[config.mk]
export PLATFORM = sky130hd
export DESIGN_NAME = spmv_bench_ctrl
export DESIGN_NICKNAME = d
export VERILOG_FILES = /design/src/rtl/spmv_bench_ctrl.sv
export SDC_FILE = /design/constraint.sdc
export NUM_CORES = 1
export LEC_CHECK = 0
export ABC_CLOCK_PERIOD_IN_PS = 15050
export BUFFER_PORTS_ARGS = -buffer_cell sky130_fd_sc_hd__buf_2
export CAP_MARGIN = 5
export CORE_ASPECT_RATIO = 0.7
export CORE_MARGIN = 1.5
export CORE_UTILIZATION = 40
export DETAILED_ROUTE_END_ITERATION = 10
export GPL_TIMING_DRIVEN = 0
export HOLD_SLACK_MARGIN = 0.15
export PLACE_DENSITY_LB_ADDON = 0.2
export SLEW_MARGIN = 20
export SYNTH_ARGS = -nofsm -noshare
export SYNTH_HDL_FRONTEND = slang
export SYNTH_SLANG_ARGS = --single-unit
[constraint.sdc]
create_clock -name clk -period 15.05 [get_ports clk]
set_clock_uncertainty 0.15 [all_clocks]
set_input_delay 0 -clock clk [delete_from_list [all_inputs] [get_ports clk]]
set_output_delay 0 -clock clk [all_outputs]
set_load 0.02 [all_outputs]
[src/rtl/spmv_bench_ctrl.sv]
// spmv_bench_ctrl: launches the SpMV kernel N times and keeps
// last/min/max/total cycle statistics with timeout and abort.
module spmv_bench_ctrl #(
  parameter int CNT_W  = 64,
  parameter int ITER_W = 16,
  parameter int TMO_W  = 32
) (
  input  logic              clk,
  input  logic              rst,
  input  logic [ITER_W-1:0] cfg_iters,
  input  logic [TMO_W-1:0]  cfg_timeout,
  input  logic              cmd_start,
  input  logic              cmd_abort,
  output logic              kernel_start,
  input  logic              kernel_done,
  output logic              busy,
  output logic              result_valid,
  output logic [ITER_W-1:0] iter_done,
  output logic [CNT_W-1:0]  last_cycles,
  output logic [CNT_W-1:0]  min_cycles,
  output logic [CNT_W-1:0]  max_cycles,
  output logic [CNT_W-1:0]  total_cycles,
  output logic              timeout_flag,
  output logic              aborted_flag
);

  typedef enum logic [1:0] {
    S_IDLE,
    S_LAUNCH,
    S_RUN,
    S_DONE
  } state_t;

  state_t state_q, state_d;

  logic              done_ff_q;
  logic              ks_q, ks_d;
  logic [ITER_W-1:0] iters_q, iters_d;
  logic [TMO_W-1:0]  tmo_q, tmo_d;
  logic [CNT_W-1:0]  k_q, k_d;
  logic [ITER_W-1:0] idone_q, idone_d;
  logic [CNT_W-1:0]  last_q, last_d;
  logic [CNT_W-1:0]  min_q, min_d;
  logic [CNT_W-1:0]  max_q, max_d;
  logic [CNT_W-1:0]  tot_q, tot_d;
  logic              tflag_q, tflag_d;
  logic              aflag_q, aflag_d;

  logic              rise;
  logic [CNT_W-1:0]  k_inc;
  logic [CNT_W-1:0]  tmo_ext;
  logic [CNT_W:0]    tsum;
  logic [ITER_W-1:0] idone_inc;

  assign rise      = kernel_done & ~done_ff_q;
  assign k_inc     = (&k_q) ? k_q : k_q + CNT_W'(1);
  assign tmo_ext   = CNT_W'(tmo_q);
  assign tsum      = {1'b0, tot_q} + {1'b0, k_inc};
  assign idone_inc = idone_q + ITER_W'(1);

  always_comb begin
    state_d = state_q;
    iters_d = iters_q;
    tmo_d   = tmo_q;
    k_d     = k_q;
    idone_d = idone_q;
    last_d  = last_q;
    min_d   = min_q;
    max_d   = max_q;
    tot_d   = tot_q;
    tflag_d = tflag_q;
    aflag_d = aflag_q;
    unique case (state_q)
      S_IDLE: begin
        if (cmd_start) begin
          iters_d = cfg_iters;
          tmo_d   = cfg_timeout;
          idone_d = '0;
          last_d  = '0;
          min_d   = '0;
          max_d   = '0;
          tot_d   = '0;
          tflag_d = 1'b0;
          aflag_d = 1'b0;
          state_d = (cfg_iters == '0) ? S_DONE : S_LAUNCH;
        end
      end
      S_LAUNCH: begin
        k_d = '0;
        if (cmd_abort) begin
          aflag_d = 1'b1;
          state_d = S_DONE;
        end else begin
          state_d = S_RUN;
        end
      end
      S_RUN: begin
        k_d = k_inc;
        if (cmd_abort) begin
          aflag_d = 1'b1;
          state_d = S_DONE;
        end else if (rise) begin
          last_d  = k_inc;
          tot_d   = tsum[CNT_W] ? '1 : tsum[CNT_W-1:0];
          max_d   = (k_inc > max_q) ? k_inc : max_q;
          min_d   = (idone_q == '0 || k_inc < min_q) ? k_inc : min_q;
          idone_d = idone_inc;
          state_d = (idone_inc == iters_q) ? S_DONE : S_LAUNCH;
        end else if (tmo_q != '0 && k_inc == tmo_ext) begin
          tflag_d = 1'b1;
          state_d = S_DONE;
        end
      end
      S_DONE: state_d = S_IDLE;
      default: state_d = S_IDLE;
    endcase
    ks_d = (state_d == S_LAUNCH);
  end

  always_ff @(posedge clk or posedge rst) begin
    if (rst) begin
      state_q   <= S_IDLE;
      done_ff_q <= 1'b0;
      ks_q      <= 1'b0;
      iters_q   <= '0;
      tmo_q     <= '0;
      k_q       <= '0;
      idone_q   <= '0;
      last_q    <= '0;
      min_q     <= '0;
      max_q     <= '0;
      tot_q     <= '0;
      tflag_q   <= 1'b0;
      aflag_q   <= 1'b0;
    end else begin
      state_q   <= state_d;
      done_ff_q <= kernel_done;
      ks_q      <= ks_d;
      iters_q   <= iters_d;
      tmo_q     <= tmo_d;
      k_q       <= k_d;
      idone_q   <= idone_d;
      last_q    <= last_d;
      min_q     <= min_d;
      max_q     <= max_d;
      tot_q     <= tot_d;
      tflag_q   <= tflag_d;
      aflag_q   <= aflag_d;
    end
  end

  assign kernel_start = ks_q;
  assign busy         = (state_q != S_IDLE);
  assign result_valid = (state_q == S_DONE);
  assign iter_done    = idone_q;
  assign last_cycles  = last_q;
  assign min_cycles   = min_q;
  assign max_cycles   = max_q;
  assign total_cycles = tot_q;
  assign timeout_flag = tflag_q;
  assign aborted_flag = aflag_q;

endmodule

==> metrics.yaml <==
status: "complete, no violations"
worst-setup-path-type: "reg -> reg"
die_w_um: 308
first_pass_iters: 6
vias: 25300
dieArea_um2: 66900
clk_path_buf_depth: 3
cp_num_buf_inv: 4
drtIter0Drc: 2532
cp_slowest_cell: "a2111oi_1"
yosys_most_used_dff: "dfrtp_1"
intPower_mw: 2.22
cpMostUsedCell: "o21ai_0"
grt_pass1_vias: 23900
grt_max_degree: 97
dpl-instance-area_um2: 29200
final_area_um2: 31700
drt-total-wl_um: 114000
irDropWorstVdd_uv: 89.2
fin_tns_setup_ps: 0
die_h_um: 217
h-tree-depth: 2
power_frac_seq: 0.321
cts_tree: "yes"
layout-area-overhead-vs-synth_pct: 21.3
cp_top_family: "compound AO/OA/AOI/OAI gates"
rsz0062_at_grt: "no"
ys_async_sr_fraction: 1.00
cp_data_required_time_ps: 15400
antenna_found_initial: 4
wl_per_cell_um: 26.6
ant_nets: 0
seq_area_frac_synth: 0.374
synth_edf_count: 0
cp_max_fo: 10
initial_core_util: 0.404
maxSlewViolCount: 0
numCtsBuffers: 44
io_buffers: 329
synth_cell_types: 81
clock_sinks: 390
power_frac_clock: 0.288
final_common_cell: "dfrtp_1"
grt_usage: 0.334
fin_crit_sh: 0.651
finalPower_mw: 3.90
setup_viol: 0
globalplace.congestion: 0.975
grt_pass1_wl_um: 164000
fin_crit_ps: 9800
fmax_ghz: 0.102
ys_ff_latch: 390
grt_overflow_total: 0
avgSynthCellArea_um2: 9.10
hold_viol: 0
filler_cell_count: 6217
switching_share: 0.431
synthesis.area_um2: 26100
worstPathArrival_ps: 10150
yosysWarnings: 0
relSlewSlack: 0.193
whs_ps: 196
layout_common_cells: "dfrtp_1 (390), buf_2 (351), nand2_1 (319), o21ai_0 (224), ha_1 (198)"
clkLatencyLatePin_ps: 590
static-leakage-power_nw: 15.8
cellPowerDensity_nw_per_um2: 123
nNetsFinal: 3610
post_route_cells_drive_above_1_share: 0.190
hold_path.class: "in -> reg"
seq_area_um2: 9760
power_frac_comb: 0.390
worstSetupStartpointType: "register"
syn-num-nets: 3122
root_buffer: "clkbuf_16"
core_area_um2: 64700
dp_slack_ps: 5790
slowest_delay_ps: 1000
core.rowCount: 78
drv_cap: 0
route.detailed.drc: 0
path_clk_slew_ps: 60
worst_slack_ps: 5250
critPathCaptureType: "register"
synth_cells: 2870
path_cells: "ha_1, nand4_1, or4_1, buf_2, nor3_2, nand2_1, clkbuf_1, nand2_1, xnor2_1, ha_1, o21ai_0, a2111oi_0, o21ai_0, a2111oi_1, o21bai_1, a211oi_1, o21bai_1, o41ai_2, buf_2, clkbuf_1, o21ai_0, o21ai_0"
cts_resized: 0
switching_power_mw: 1.68
viasPerCell: 5.92
ios: 330
max_slew.worst_pin.slew_ps: 1210
dp_hpwl_um: 88900
multi_input_area_um2: 15200
## layout make-up
cell class                 instances  area share
clock buffer                      64      0.0403
sequential                       390       0.308
inverter                         195      0.0233
clock inverter                    16     0.00560
buffer                           162      0.0206
antenna                            1   0.0000789
multi-input combinational       2123       0.478
tap                              880      0.0347
timing repair buffer             442      0.0895
## synthesized netlist by cell type, drive strengths merged (6+ instances only)
library cell / number / area share
a31oi: 18 / 0.0043
o31ai: 17 / 0.0049
nor2b: 17 / 0.0041
mux2i: 27 / 0.010
or2: 9 / 0.0022
nor3: 48 / 0.0096
o22ai: 13 / 0.0031
and3: 32 / 0.0077
clkbuf: 130 / 0.019
and4: 23 / 0.0077
o21bai: 12 / 0.0034
buf: 32 / 0.0063
xor2: 49 / 0.016
nand4: 71 / 0.018
a22o: 70 / 0.023
inv: 193 / 0.028
o21ai: 227 / 0.043
and2: 53 / 0.013
xnor2: 106 / 0.036
nor2: 108 / 0.016
mux2: 156 / 0.067
a221oi: 8 / 0.0027
nand2: 319 / 0.046
o2bb2ai: 16 / 0.0054
o2111ai: 10 / 0.0034
a21o: 86 / 0.025
dfrtp: 390 / 0.37
a2111oi: 6 / 0.0023
or4: 6 / 0.0017
or3: 13 / 0.0031
nor4: 42 / 0.012
o21a: 13 / 0.0037
nand3: 70 / 0.013
o211ai: 18 / 0.0052
a21oi: 146 / 0.028
ha: 198 / 0.095
a211oi: 16 / 0.0048
nand2b: 23 / 0.0055
## path summary, 6_finish.rpt
check                      slack (ps)                   startpoint                           end  cells after the start
max                              5250           k_q[1]$_DFFE_PP0P_  total_cycles[22]$_DFFE_PP0P_                     22
max in group asynchronous       12970                          rst   last_cycles[35]$_DFFE_PP0P_                      6
min in group asynchronous         450                          rst   total_cycles[8]$_DFFE_PP0P_                      4
min reg2reg                       320  last_cycles[40]$_DFFE_PP0P_   last_cycles[40]$_DFFE_PP0P_                      2
max reg2reg                      5250           k_q[1]$_DFFE_PP0P_  total_cycles[22]$_DFFE_PP0P_                     22
min                               200                    cmd_abort      timeout_flag$_DFFE_PP0P_                      4
## tightest hold or removal path, delay by kind of cell
| kind | cells | cell delay (ps) |
|---|---|---|
| buf+inv | 2 | 700 |
| compound gates | 1 | 130 |
| simple gates | 1 | 60 |
## metal layers
| metal | wire length (µm) | vias up | GRT usage |
|---|---|---|---|
| met5 | 135 | - | 0.00799 |
| met4 | 3690 | 8 | 0.100 |
| met3 | 11100 | 183 | 0.0804 |
| met2 | 46300 | 1225 | 0.478 |
| met1 | 52300 | 12600 | 0.492 |
| li1 | - | 11300 | - |
## metrics by stage
step | util | cells
floorplan | - | 2870
global placement | 0.446 | 4079
detailed placement | 0.451 | 4089
CTS | 0.490 | 4272
global route | 0.490 | 4272
finish | 0.490 | 4273
## cells by family after synthesis
family	count (synthesis)	synth area share
AO/OA/AOI/OAI	729	0.181
XOR/XNOR	157	0.0537
adder cells (fa/ha/maj)	199	0.0956
buffers and inverters	357	0.0530
flip-flops	390	0.374
multiplexers	183	0.0776
AND/OR/NAND/NOR	855	0.166
## power groups by stage
stage	logic, mW	registers [mW]	clock network, mW
after floorplan	0.828	1.25	0
after global placement	1.42	1.27	0
after detailed placement	1.45	1.27	0
after CTS	1.48	1.25	1.14
after global routing	1.59	1.26	1.19
final	1.52	1.26	1.13
## sequential cells by signal (all words and copies together) (netlist names)
register,flops
tmo_q,32
timeout_flag,1
last_cycles,64
min_cycles,64
kernel_start,1
iters_q,16
aborted_flag,1
max_cycles,64
iter_done,16
done_ff_q,1
state_q,2
k_q,64
total_cycles,64
## repair_timing
item / CTS / global route
hold endpoints to repair: 348 / 0
setup endpoints to repair: 0 / 0
buffers inserted: 0 / 0
hold buffers: 103 / 0
Note: power is estimated with default switching activity, not from simulation.
